## config.mk

```make
export PLATFORM = sky130hd
export DESIGN_NAME = fetch_unit_flat
export DESIGN_NICKNAME = d
export VERILOG_FILES = /design/src/rtl/fetch_pkg.sv /design/src/rtl/fetch_if.sv /design/src/rtl/fetch_fifo.sv /design/src/rtl/fetch_unit.sv /design/src/flat_wrapper.sv
export SDC_FILE = /design/constraint.sdc
export NUM_CORES = 1
export LEC_CHECK = 0
export BUFFER_PORTS_ARGS = -buffer_cell sky130_fd_sc_hd__buf_2
export CAP_MARGIN = 20
export CORE_MARGIN = 3
export CORE_UTILIZATION = 62
export CTS_CLUSTER_DIAMETER = 150
export DETAILED_ROUTE_END_ITERATION = 6
export GPL_TIMING_DRIVEN = 0
export PLACE_DENSITY = 0.95
export REMOVE_ABC_BUFFERS = 1
export SLEW_MARGIN = 20
export SYNTH_ARGS = -nofsm -noshare
export SYNTH_HDL_FRONTEND = slang
export SYNTH_SLANG_ARGS = --single-unit
```

## constraint.sdc

```tcl
create_clock -name clk -period 4.5 [get_ports clk]
set_clock_uncertainty 0.1 [all_clocks]
set_input_delay 0.45 -clock clk [delete_from_list [all_inputs] [get_ports clk]]
set_output_delay 0.45 -clock clk [all_outputs]
set_load 0.1 [all_outputs]
```

## src/rtl/fetch_pkg.sv

```systemverilog
// Shared types and constants for the instruction fetch stage.
//   XLEN          address / PC width
//   INSTR_W       instruction word width
//   PC_STEP       byte increment between sequential fetches
//   fetch_entry_t one buffered instruction together with its byte address
package fetch_pkg;
    localparam int XLEN    = 64;
    localparam int INSTR_W = 32;
    localparam int PC_STEP = 4;

    typedef struct packed {
        logic [INSTR_W-1:0] instr;
        logic [XLEN-1:0]    pc;
    } fetch_entry_t;
endpackage

```

## src/rtl/fetch_if.sv

```systemverilog
// Bus interfaces of the fetch stage.
//   imem_if : fetch -> instruction memory request channel plus in-order
//             response return. master = fetch unit, slave = memory.
//   dec_if  : fetch -> decode valid/ready channel carrying {instr, pc}.
//             master = fetch unit, slave = decode.
interface imem_if;
    import fetch_pkg::*;
    logic               imem_req_valid;
    logic               imem_req_ready;
    logic [XLEN-1:0]    imem_addr;
    logic               imem_rsp_valid;
    logic [INSTR_W-1:0] imem_rsp_data;

    modport master (output imem_req_valid, imem_addr,
                    input  imem_req_ready, imem_rsp_valid, imem_rsp_data);
    modport slave  (input  imem_req_valid, imem_addr,
                    output imem_req_ready, imem_rsp_valid, imem_rsp_data);
endinterface

interface dec_if;
    import fetch_pkg::*;
    logic               dec_valid;
    logic               dec_ready;
    logic [INSTR_W-1:0] dec_instr;
    logic [XLEN-1:0]    dec_pc;

    modport master (output dec_valid, dec_instr, dec_pc, input dec_ready);
    modport slave  (input  dec_valid, dec_instr, dec_pc, output dec_ready);
endinterface

```

## src/rtl/fetch_fifo.sv

```systemverilog
// Small synchronous FIFO with flush, used for the instruction buffer and
// the pc side-queue.
//   clk, rst_n   clock, async active-low reset
//   push/push_data  write one entry
//   pop          drop the head entry
//   flush        empty the FIFO (wins over push/pop)
//   head         current head entry (storage at the read pointer)
//   count/full/empty occupancy
module fetch_fifo #(
    parameter int  DEPTH = 2,
    parameter type T     = logic [7:0],
    localparam int AW    = (DEPTH > 1) ? $clog2(DEPTH) : 1,
    localparam int CW    = $clog2(DEPTH + 1)
) (
    input  logic          clk,
    input  logic          rst_n,
    input  logic          push,
    input  T              push_data,
    input  logic          pop,
    input  logic          flush,
    output T              head,
    output logic [CW-1:0] count,
    output logic          full,
    output logic          empty
);
    T               mem [DEPTH];
    logic [AW-1:0]  rd_ptr, wr_ptr;

    // DEPTH need not be a power of two, so pointers wrap explicitly.
    function automatic logic [AW-1:0] nxt(input logic [AW-1:0] p);
        return (p == AW'(DEPTH - 1)) ? '0 : p + AW'(1);
    endfunction

    assign head  = mem[rd_ptr];
    assign full  = (count == CW'(DEPTH));
    assign empty = (count == '0);

    always_ff @(posedge clk or negedge rst_n) begin
        if (!rst_n) begin
            rd_ptr <= '0;
            wr_ptr <= '0;
            count  <= '0;
            for (int i = 0; i < DEPTH; i++) mem[i] <= '0;
        end else if (flush) begin
            rd_ptr <= '0;
            wr_ptr <= '0;
            count  <= '0;
        end else begin
            if (push) begin
                mem[wr_ptr] <= push_data;
                wr_ptr      <= nxt(wr_ptr);
            end
            if (pop) rd_ptr <= nxt(rd_ptr);
            if (push && !pop)      count <= count + CW'(1);
            else if (pop && !push) count <= count - CW'(1);
        end
    end

    a_no_overflow: assert property (@(posedge clk) disable iff (!rst_n)
        !(push && full && !flush));
    a_no_underflow: assert property (@(posedge clk) disable iff (!rst_n)
        !(pop && empty && !flush));
endmodule

```

## src/rtl/fetch_unit.sv

```systemverilog
// Instruction fetch stage. Owns the PC, issues word reads to instruction
// memory under a credit limit of DEPTH (buffered + outstanding), buffers
// in-order responses and hands {instr, pc} to decode. A redirect flushes
// everything and marks in-flight responses to be dropped.
//   clk, reset       clock, async active-low reset
//   imem             request/response channel to instruction memory
//   redirect_valid/redirect_pc  flush and restart fetch
//   dec              valid/ready channel to decode
module fetch_unit
    import fetch_pkg::*;
#(
    parameter logic [XLEN-1:0] PC_RESET = 64'h0,
    parameter int              DEPTH    = 2
) (
    input  logic            clk,
    input  logic            reset,
    imem_if.master          imem,
    input  logic            redirect_valid,
    input  logic [XLEN-1:0] redirect_pc,
    dec_if.master           dec
);
    localparam int             CW      = $clog2(DEPTH + 1);
    localparam int             SW      = CW + 1;
    localparam logic [SW-1:0]  DEPTH_S = SW'(DEPTH);

    logic [XLEN-1:0] pc;
    logic [CW-1:0]   outstanding, drop;
    logic [CW-1:0]   ibuf_count, pcq_count;
    logic            ibuf_full, ibuf_empty, pcq_full, pcq_empty;
    fetch_entry_t    ibuf_head, ibuf_in;
    logic [XLEN-1:0] pcq_head;
    logic            credit_ok, req_fire, rsp_keep, dec_fire;
    logic [CW-1:0]   rsp_dec;

    assign credit_ok = ({1'b0, ibuf_count} + {1'b0, outstanding}) < DEPTH_S;
    assign imem.imem_req_valid = reset && !redirect_valid && credit_ok;
    assign imem.imem_addr      = pc;
    assign req_fire = imem.imem_req_valid && imem.imem_req_ready;
    assign rsp_dec  = CW'(imem.imem_rsp_valid);

    // Responses belonging to requests issued before a redirect are dropped
    // until the drop counter drains; a response in the redirect cycle itself
    // is always discarded.
    assign rsp_keep = imem.imem_rsp_valid && (drop == '0) && !redirect_valid;
    assign ibuf_in  = '{instr: imem.imem_rsp_data, pc: pcq_head};

    assign dec.dec_valid = !ibuf_empty && !redirect_valid;
    assign dec.dec_instr = ibuf_head.instr;
    assign dec.dec_pc    = ibuf_head.pc;
    assign dec_fire      = dec.dec_valid && dec.dec_ready;

    always_ff @(posedge clk or negedge reset) begin
        if (!reset) begin
            pc          <= {PC_RESET[XLEN-1:2], 2'b00};
            outstanding <= '0;
            drop        <= '0;
        end else if (redirect_valid) begin
            pc          <= redirect_pc & ~XLEN'(3);
            outstanding <= outstanding - rsp_dec;
            drop        <= outstanding - rsp_dec;
        end else begin
            if (req_fire) pc <= pc + XLEN'(PC_STEP);
            outstanding <= outstanding + CW'(req_fire) - rsp_dec;
            if (imem.imem_rsp_valid && (drop != '0)) drop <= drop - CW'(1);
        end
    end

    fetch_fifo #(.DEPTH(DEPTH), .T(fetch_entry_t)) u_ibuf (
        .clk       (clk),
        .rst_n     (reset),
        .push      (rsp_keep),
        .push_data (ibuf_in),
        .pop       (dec_fire),
        .flush     (redirect_valid),
        .head      (ibuf_head),
        .count     (ibuf_count),
        .full      (ibuf_full),
        .empty     (ibuf_empty)
    );

    // Holds the address of every non-dropped outstanding request so the
    // returning word can be tagged with its pc.
    fetch_fifo #(.DEPTH(DEPTH), .T(logic [XLEN-1:0])) u_pcq (
        .clk       (clk),
        .rst_n     (reset),
        .push      (req_fire),
        .push_data (pc),
        .pop       (rsp_keep),
        .flush     (redirect_valid),
        .head      (pcq_head),
        .count     (pcq_count),
        .full      (pcq_full),
        .empty     (pcq_empty)
    );

    a_drop_bound: assert property (@(posedge clk) disable iff (!reset)
        (drop <= outstanding) && ({1'b0, outstanding} <= DEPTH_S));
    a_pcq_track: assert property (@(posedge clk) disable iff (!reset)
        (pcq_count <= outstanding) && !(req_fire && pcq_full) && !(rsp_keep && pcq_empty));
    a_full_idle: assert property (@(posedge clk) disable iff (!reset)
        !(ibuf_full && (outstanding != '0)));
endmodule

```

## src/flat_wrapper.sv

```systemverilog
// flat-port wrapper written by rule: the top's interface ports become plain ports
module fetch_unit_flat import fetch_pkg::*;
#(
    parameter logic [XLEN-1:0] PC_RESET = 64'h0,
    parameter int              DEPTH    = 2
)
  (clk, reset, redirect_valid, redirect_pc, imem_imem_req_valid, imem_imem_addr, imem_imem_req_ready, imem_imem_rsp_valid, imem_imem_rsp_data, dec_dec_valid, dec_dec_instr, dec_dec_pc, dec_dec_ready);
  imem_if imem_i ();
  dec_if dec_i ();
  input  logic clk;
  input  logic reset;
  input  logic redirect_valid;
  input  logic [XLEN-1:0] redirect_pc;
  output wire logic [$bits(imem_i.imem_req_valid)-1:0] imem_imem_req_valid;
  output wire logic [$bits(imem_i.imem_addr)-1:0] imem_imem_addr;
  input wire logic [$bits(imem_i.imem_req_ready)-1:0] imem_imem_req_ready;
  input wire logic [$bits(imem_i.imem_rsp_valid)-1:0] imem_imem_rsp_valid;
  input wire logic [$bits(imem_i.imem_rsp_data)-1:0] imem_imem_rsp_data;
  output wire logic [$bits(dec_i.dec_valid)-1:0] dec_dec_valid;
  output wire logic [$bits(dec_i.dec_instr)-1:0] dec_dec_instr;
  output wire logic [$bits(dec_i.dec_pc)-1:0] dec_dec_pc;
  input wire logic [$bits(dec_i.dec_ready)-1:0] dec_dec_ready;
  assign imem_imem_req_valid = imem_i.imem_req_valid;
  assign imem_imem_addr = imem_i.imem_addr;
  assign imem_i.imem_req_ready = imem_imem_req_ready;
  assign imem_i.imem_rsp_valid = imem_imem_rsp_valid;
  assign imem_i.imem_rsp_data = imem_imem_rsp_data;
  assign dec_dec_valid = dec_i.dec_valid;
  assign dec_dec_instr = dec_i.dec_instr;
  assign dec_dec_pc = dec_i.dec_pc;
  assign dec_i.dec_ready = dec_dec_ready;
  fetch_unit #(.PC_RESET(PC_RESET), .DEPTH(DEPTH)) u_core (.clk(clk), .reset(reset), .imem(imem_i), .redirect_valid(redirect_valid), .redirect_pc(redirect_pc), .dec(dec_i));
endmodule
```

==> run metrics, run 1 <==
DRC=8; Initial Utilization=0.639; row count=60; number of flops mapped to enable cells by yosys=0; Slew @ Worst Pin=about 860 ps; Final Wtd Congestion=0.816; share of flip-flops with an asynchronous set or reset=1.00; critical path class=in2reg; CP max stage delay=600 ps; Iter 0 DRT Violations=approximately 1.4k; Hold Crit Depth=3; post-route ant nets=0; CP max stage cell=inv_4; Yosys cell types=64; die area=a little over 0.03 mm2; total track usage=0.299; ant diodes=0; total CTS buffers=39; # port buffers=257; FMAX=about 240 MHz; commonest non-fill, non-tap cell in the layout=dfrtp_1; post-layout util=0.755; Cell Area, Synth=0.0175 mm2; post-synthesis sequential area ratio=0.550; vias in the first global route=13.8k; Final Instance Count excl. Fillers=2138; Slew headroom=0.425; status=finished with violations; commonest non-fill, non-tap cells in the layout=382 x dfrtp_1, 278 x mux2_2, 255 x buf_2, 148 x nand2_1, 106 x o21ai_0; PD cells=792 mW/mm2; Reg power frac=0.346; CP arrival=4440 ps; Placed Cells incl. Taps=between 2k and 2.5k; first-pass GRT wire length=between 70000 and 80000 um; Worst setup EP type=flop; Clock Pin Slew Worst Setup and Hold Paths=60 ps; clk buf depth=3; Power Internal=0.00848 W; critical path cell sequence=dlygate4sd3_1 > buf_8 > buf_16 > buf_16 > nor4b_2 > nand2_2 > inv_4 > nand2_1 > or4_4 > or3_1 > nand3_1; CTS tree=built; crit path launch type=input port; final wirelength=45600 um; layout cell share with drive strength beyond 1=0.375; violated checks=DRC; die width=174 um; Combinational Power Share=0.460; Max Cap Viol=0; DPL Wire Length=30200 um; die height=174 um; synthesized flop and latch total=approximately 380; vias post-DR=13.3k; Syn. warnings=0; Top Ports=264; total power=0.0163 W; worst hold slack=roughly 43 ps; Worst Hold Class=in2reg; Leak=about 9.5 nW; Mapped Cells=1513; clock network fraction of total power=0.193; WL/cell=between 20 and 25 um; Slew Limit Fails=0; clk sink count=384; Worst path most repeated cell=buf_16; Worst-Skew Late Latency=about 520 ps; core area=0.0273 mm2; DR pass1 iterations=7; filler cell count=1754; Mean Syn Cell Area=11.5 um2; total gr overflow=0; vias per cell=about 6.2; main flop type after synthesis=dfrtp_1; largest net degree at the start of global routing=105; # nets final=1846; final setup violation count=0; RSZ-0062 raised after global routing=no; Fin. Hold Viols=0; H-tree lvl count=2; Switch Pwr=0.00786 W; root buffer cell=clkbuf_16; VDD IR max=0.000613 V; Worst R2R Path Depth=9; Switching Share=0.481; R2R Setup Slk=600 ps; Final period util=0.910; antenna violations before repair=4; Required @ worst endpoint=4850 ps; critical path peak fanout=between 100 and 150; min cycle time layout=4090 ps; Layout area overhead=18.2%
final timing paths:
kind                                                     from                                     to
max reg2reg                u_core.u_ibuf.count[0]$_DFFE_PN0P_  u_core.imem.imem_addr[51]$_DFFE_PN0P_
min reg2reg                 u_core.u_ibuf.mem[37]$_DFFE_PN0P_      u_core.u_ibuf.mem[37]$_DFFE_PN0P_
max in group asynchronous                               reset   u_core.imem.imem_addr[8]$_DFFE_PN0P_
min                                           redirect_pc[36]  u_core.imem.imem_addr[36]$_DFFE_PN0P_
max                                                     reset  u_core.imem.imem_addr[51]$_DFFE_PN0P_
min in group asynchronous                               reset      u_core.u_ibuf.mem[81]$_DFFE_PN0P_
through the flow:
stage / area (um2) / setup TNS (ps) / setup WS [ps]
detailed placement: 19300 / -11980 / -287
finish: 20600 / 0 / 407
global placement: 18700 / -4543390 / -11460
global route: 20600 / 0 / 249
CTS: 20600 / 0 / 220
floorplan: 17000 / -924730 / -5730
power by group through the flow:
stage	clock network [W]	logic (W)	registers [W]
6_report	0.00316	0.00752	0.00566
2_1_floorplan	0	0.00590	0.00593
3_3_place_gp	0	0.00732	0.00561
5_1_grt	0.00336	0.00789	0.00581
4_1_cts	0.00321	0.00755	0.00563
3_5_place_dp	0	0.00749	0.00567
per-layer routing:
| layer | global-route usage | part of all wire | vias up |
|---|---|---|---|
| met5 | 0 | 0.0012 | - |
| met1 | 0.392 | 0.40 | 6605 |
| met3 | 0.0436 | 0.066 | 165 |
| li1 | - | - | 5892 |
| met4 | 0.133 | 0.041 | 8 |
| met2 | 0.501 | 0.49 | 661 |
sequential cells by signal, summed over array words and instances, names as in the netlist:
register,count
u_core.u_ibuf.mem,188
u_core.u_pcq.mem,124
u_core.imem.imem_addr,62
u_core.drop,2
u_core.outstanding,2
u_core.u_ibuf.count,2
u_core.u_ibuf.rd_ptr,1
u_core.u_ibuf.wr_ptr,1
u_core.u_pcq.rd_ptr,1
u_core.u_pcq.wr_ptr,1
kinds of logic after synthesis:
logic type,Yosys count,share of synthesized area
flops,384,0.550
simple gates,384,0.103
mux,343,0.217
compound gates,264,0.0909
buf+inv,122,0.0305
xor+xnor,10,0.00502
fa+ha+maj,5,0.00401
other cells,1,0.000215
synth_stat cells, types with 3 or more instances:
cell,n,share of area
dfrtp_1,384,0.55
mux2_2,278,0.18
nand2_1,150,0.032
o21ai_0,106,0.030
nor2_1,96,0.021
a21oi_1,74,0.021
clkbuf_1,71,0.015
mux2i_1,65,0.037
nand3_1,45,0.013
nand4_1,25,0.0090
buf_1,19,0.0041
o311ai_0,18,0.0090
o211ai_1,15,0.0064
inv_1,12,0.0026
nor3_1,12,0.0034
a31oi_1,11,0.0039
and3_1,10,0.0036
nor4_1,9,0.0032
a221o_1,7,0.0040
buf_2,7,0.0020
a21o_1,6,0.0026
xnor2_1,6,0.0030
a31o_2,5,0.0025
buf_6,5,0.0032
or3_1,5,0.0018
a22oi_1,4,0.0017
and2_1,4,0.0014
buf_4,4,0.0017
ha_1,4,0.0029
or4_1,4,0.0017
xor2_1,4,0.0020
and4_1,3,0.0015
nand2b_1,3,0.0011
o221ai_1,3,0.0015
or2_2,3,0.0011
critical path: cells and delay by family:
kind | cells | cell delay, ps
and+or+nand+nor | 6 | 2030
buffers and inverters | 5 | 1770
timing repair:
item | CTS | global route
endpoints found under the setup margin | 0 | 1
hold buffers | 5 | 0
setup buffers | 0 | 0
hold endpoints to repair | 59 | 0
gates resized for setup | 0 | 2
final cells by class:
type                            instances  area (um2)  share of cell area
Tap cell                              372         465              0.0226
Clock inverter                         15        85.1             0.00412
Inverter                               13        51.3             0.00249
Multi-Input combinational cell       1010        7380               0.357
Timing Repair Buffer                  291        1860              0.0902
Sequential cell                       384        9620               0.466
Clock buffer                           53        1180              0.0572
Note: power is estimated with default switching activity, not from simulation.
==> inputs of run 2 (changes only) <==
- clock period: 4.5 -> 4.85 ns (I/O delays scaled with it)
==> run metrics, run 2 (synthesized netlist as in run 1, its figures left out) <==
PostCTS Resize Cnt=0 (unchanged); WL/cell=21.2 um (was 21.3 um); layout cell share with drive strength beyond 1=0.374 (was 0.375); Final period util=0.951; row count=60 (unchanged); crit-path leading delay family=buffers and inverters (was simple AND/OR/NAND/NOR gates); buffers and inverters on the worst path=5 (unchanged); Setup Buffers After CTS=0 (unchanged); # hold bufs at CTS=2 (was 5); post-route ant nets=0 (unchanged); core area=0.0273 mm2 (unchanged); critical path peak fanout=104 (unchanged); Max Cap Viol=0 (unchanged); worst hold slack=79.9 ps (was 43.1 ps); CP max stage cell=inv_2 (was inv_4); die height=174 um (unchanged); Required @ worst endpoint=5200 ps (was 4850 ps); Layout area overhead=17.8% (was 18.2%); DRC=0 (was 8); Fin. Hold Viols=0 (unchanged); root buffer cell=clkbuf_16 (unchanged); DR pass1 iterations=6 (was 7); max reg flops=188 (unchanged); Slew headroom=0.419 (was 0.425); Worst-Skew Late Latency=520 ps (about the same); Placed Cells incl. Taps=2065 (unchanged); die width=174 um (unchanged); Combinational Power Share=0.460 (about the same); total power=0.0152 W (was 0.0163 W); crit path launch type=input port (unchanged); VDD IR max=0.000569 V (was 0.000613 V); CP max stage delay=810 ps (was 600 ps); vias per cell=6.20 (was 6.24); Switch Pwr=0.00729 W (was 0.00786 W); DPL Wire Length=30200 um (unchanged); Final Instance Count excl. Fillers=2135 (was 2138); Worst Hold Class=in2reg (unchanged); FMAX=217 MHz; Slew @ Worst Pin=867 ps (was 857 ps); min cycle time layout=4610 ps; RSZ-0062 raised after global routing=no (unchanged); clk buf depth=3 (unchanged); Slew Limit Fails=0 (unchanged); # nets final=1843 (was 1846); total gr overflow=0 (unchanged); Switching Share=0.481 (about the same); total track usage=0.297 (was 0.299); Clock Pin Slew Worst Setup and Hold Paths=60 ps (about the same); Worst setup EP type=flop (unchanged); antenna violations before repair=4 (unchanged); commonest non-fill, non-tap cell in the layout=dfrtp_1 (unchanged); Top Ports=264 (unchanged); Leak=9.49 nW (was 9.52 nW); critical path cell sequence=dlygate4sd3_1 > buf_8 > buf_16 > buf_16 > nor4b_2 > nand2_2 > inv_2 > nand2_1 > or4_4 > or3_1 > nand3_1 (was dlygate4sd3_1 > buf_8 > buf_16 > buf_16 > nor4b_2 > nand2_2 > inv_4 > nand2_1 > or4_4 > or3_1 > nand3_1); final setup violation count=0 (unchanged); setup total negative slack=0 ps (unchanged); total CTS buffers=39 (unchanged); clk sink count=384 (unchanged); critical path class=in2reg (unchanged); commonest non-fill, non-tap cells in the layout=382 x dfrtp_1, 278 x mux2_2, 255 x buf_2, 148 x nand2_1, 106 x o21ai_0 (unchanged); H-tree lvl count=2 (unchanged); largest net degree at the start of global routing=105 (unchanged); Iter 0 DRT Violations=1306 (was 1409); vias post-DR=13.2k (was 13.3k); final wirelength=45200 um (was 45600 um); Final Wtd Congestion=0.816 (unchanged); Reg with most FFs=u_core.u_ibuf.mem (unchanged); Worst path most repeated cell=buf_16 (unchanged); vias in the first global route=13.7k (was 13.8k); die area=0.0302 mm2 (unchanged); CTS tree=built (unchanged); CP arrival=4960 ps (was 4440 ps); clock network fraction of total power=0.194 (was 0.193); PD cells=736 mW/mm2 (was 792 mW/mm2); # port buffers=257 (unchanged); first-pass GRT wire length=72500 um (was 73100 um); Initial Utilization=0.639 (unchanged); ant diodes=0 (unchanged); Power Internal=0.00786 W (was 0.00848 W); status=completed (was finished with violations); Reg power frac=0.346 (about the same)
-- run 2: cell count changes in the layout (fill, tap and decap cells not counted) --
cell,before,now
dlygate4sd3_1,2,1
inv_2,0,1
buf_16,10,8
inv_4,1,0
-- run 2: area by class of cell --
cell class,count,area [um2]
multi-input combinational,1010,7380
clock buffer,53,1180
sequential,384,9620
tap,372,465
clock inverter,15,85.1
inverter,13,48.8
timing repair buffer,288,1800
fill,1769,6750
-- run 2: final timing paths --
path | start | end | slack, ps | cells past startpoint
max in group asynchronous | reset | u_core.u_pcq.mem[42]$_DFFE_PN0P_ | 3080 | 5
min | redirect_pc[16] | u_core.imem.imem_addr[16]$_DFFE_PN0P_ | 80 | 2
max reg2reg | u_core.u_ibuf.count[0]$_DFFE_PN0P_ | u_core.imem.imem_addr[51]$_DFFE_PN0P_ | 680 | 9
min reg2reg | u_core.u_ibuf.mem[37]$_DFFE_PN0P_ | u_core.u_ibuf.mem[37]$_DFFE_PN0P_ | 380 | 2
min in group asynchronous | reset | u_core.u_ibuf.mem[164]$_DFFE_PN0P_ | 450 | 3
max | reset | u_core.imem.imem_addr[51]$_DFFE_PN0P_ | 240 | 11
-- run 2: stage by stage --
step           setup slack [ps]  utilization  instance area, um2
3_3_place_gp             -11140        0.686               18700
4_1_cts                     309        0.753               20600
3_5_place_dp               28.4        0.705               19300
2_1_floorplan             -5380            -               17000
6_report                    236        0.753               20600
5_1_grt                    8.30        0.753               20600
-- run 2: power by group through the flow --
stage                     logic, W  clock network [W]  registers [W]
after global placement     0.00679                  0        0.00520
after floorplan            0.00547                  0        0.00550
after CTS                  0.00700            0.00298        0.00523
after detailed placement   0.00695                  0        0.00526
after global routing       0.00731            0.00312        0.00539
final                      0.00696            0.00294        0.00525
-- run 2: metal layers --
| metal | part of all wire | global-route usage | wire, um |
|---|---|---|---|
| met1 | 0.40 | 0.386 | 18000 |
| met2 | 0.49 | 0.500 | 22300 |
| met3 | 0.067 | 0.0436 | 3010 |
| met4 | 0.042 | 0.132 | 1910 |
| met5 | 0.00099 | 0 | 45 |
-- run 2: worst register-to-register path: cells and delay by family (launching register included) --
family	cells	cell delay, ps
adders and majority gates	1	450
buffers and inverters	1	830
and+or+nand+nor	7	2280
DFF	1	450
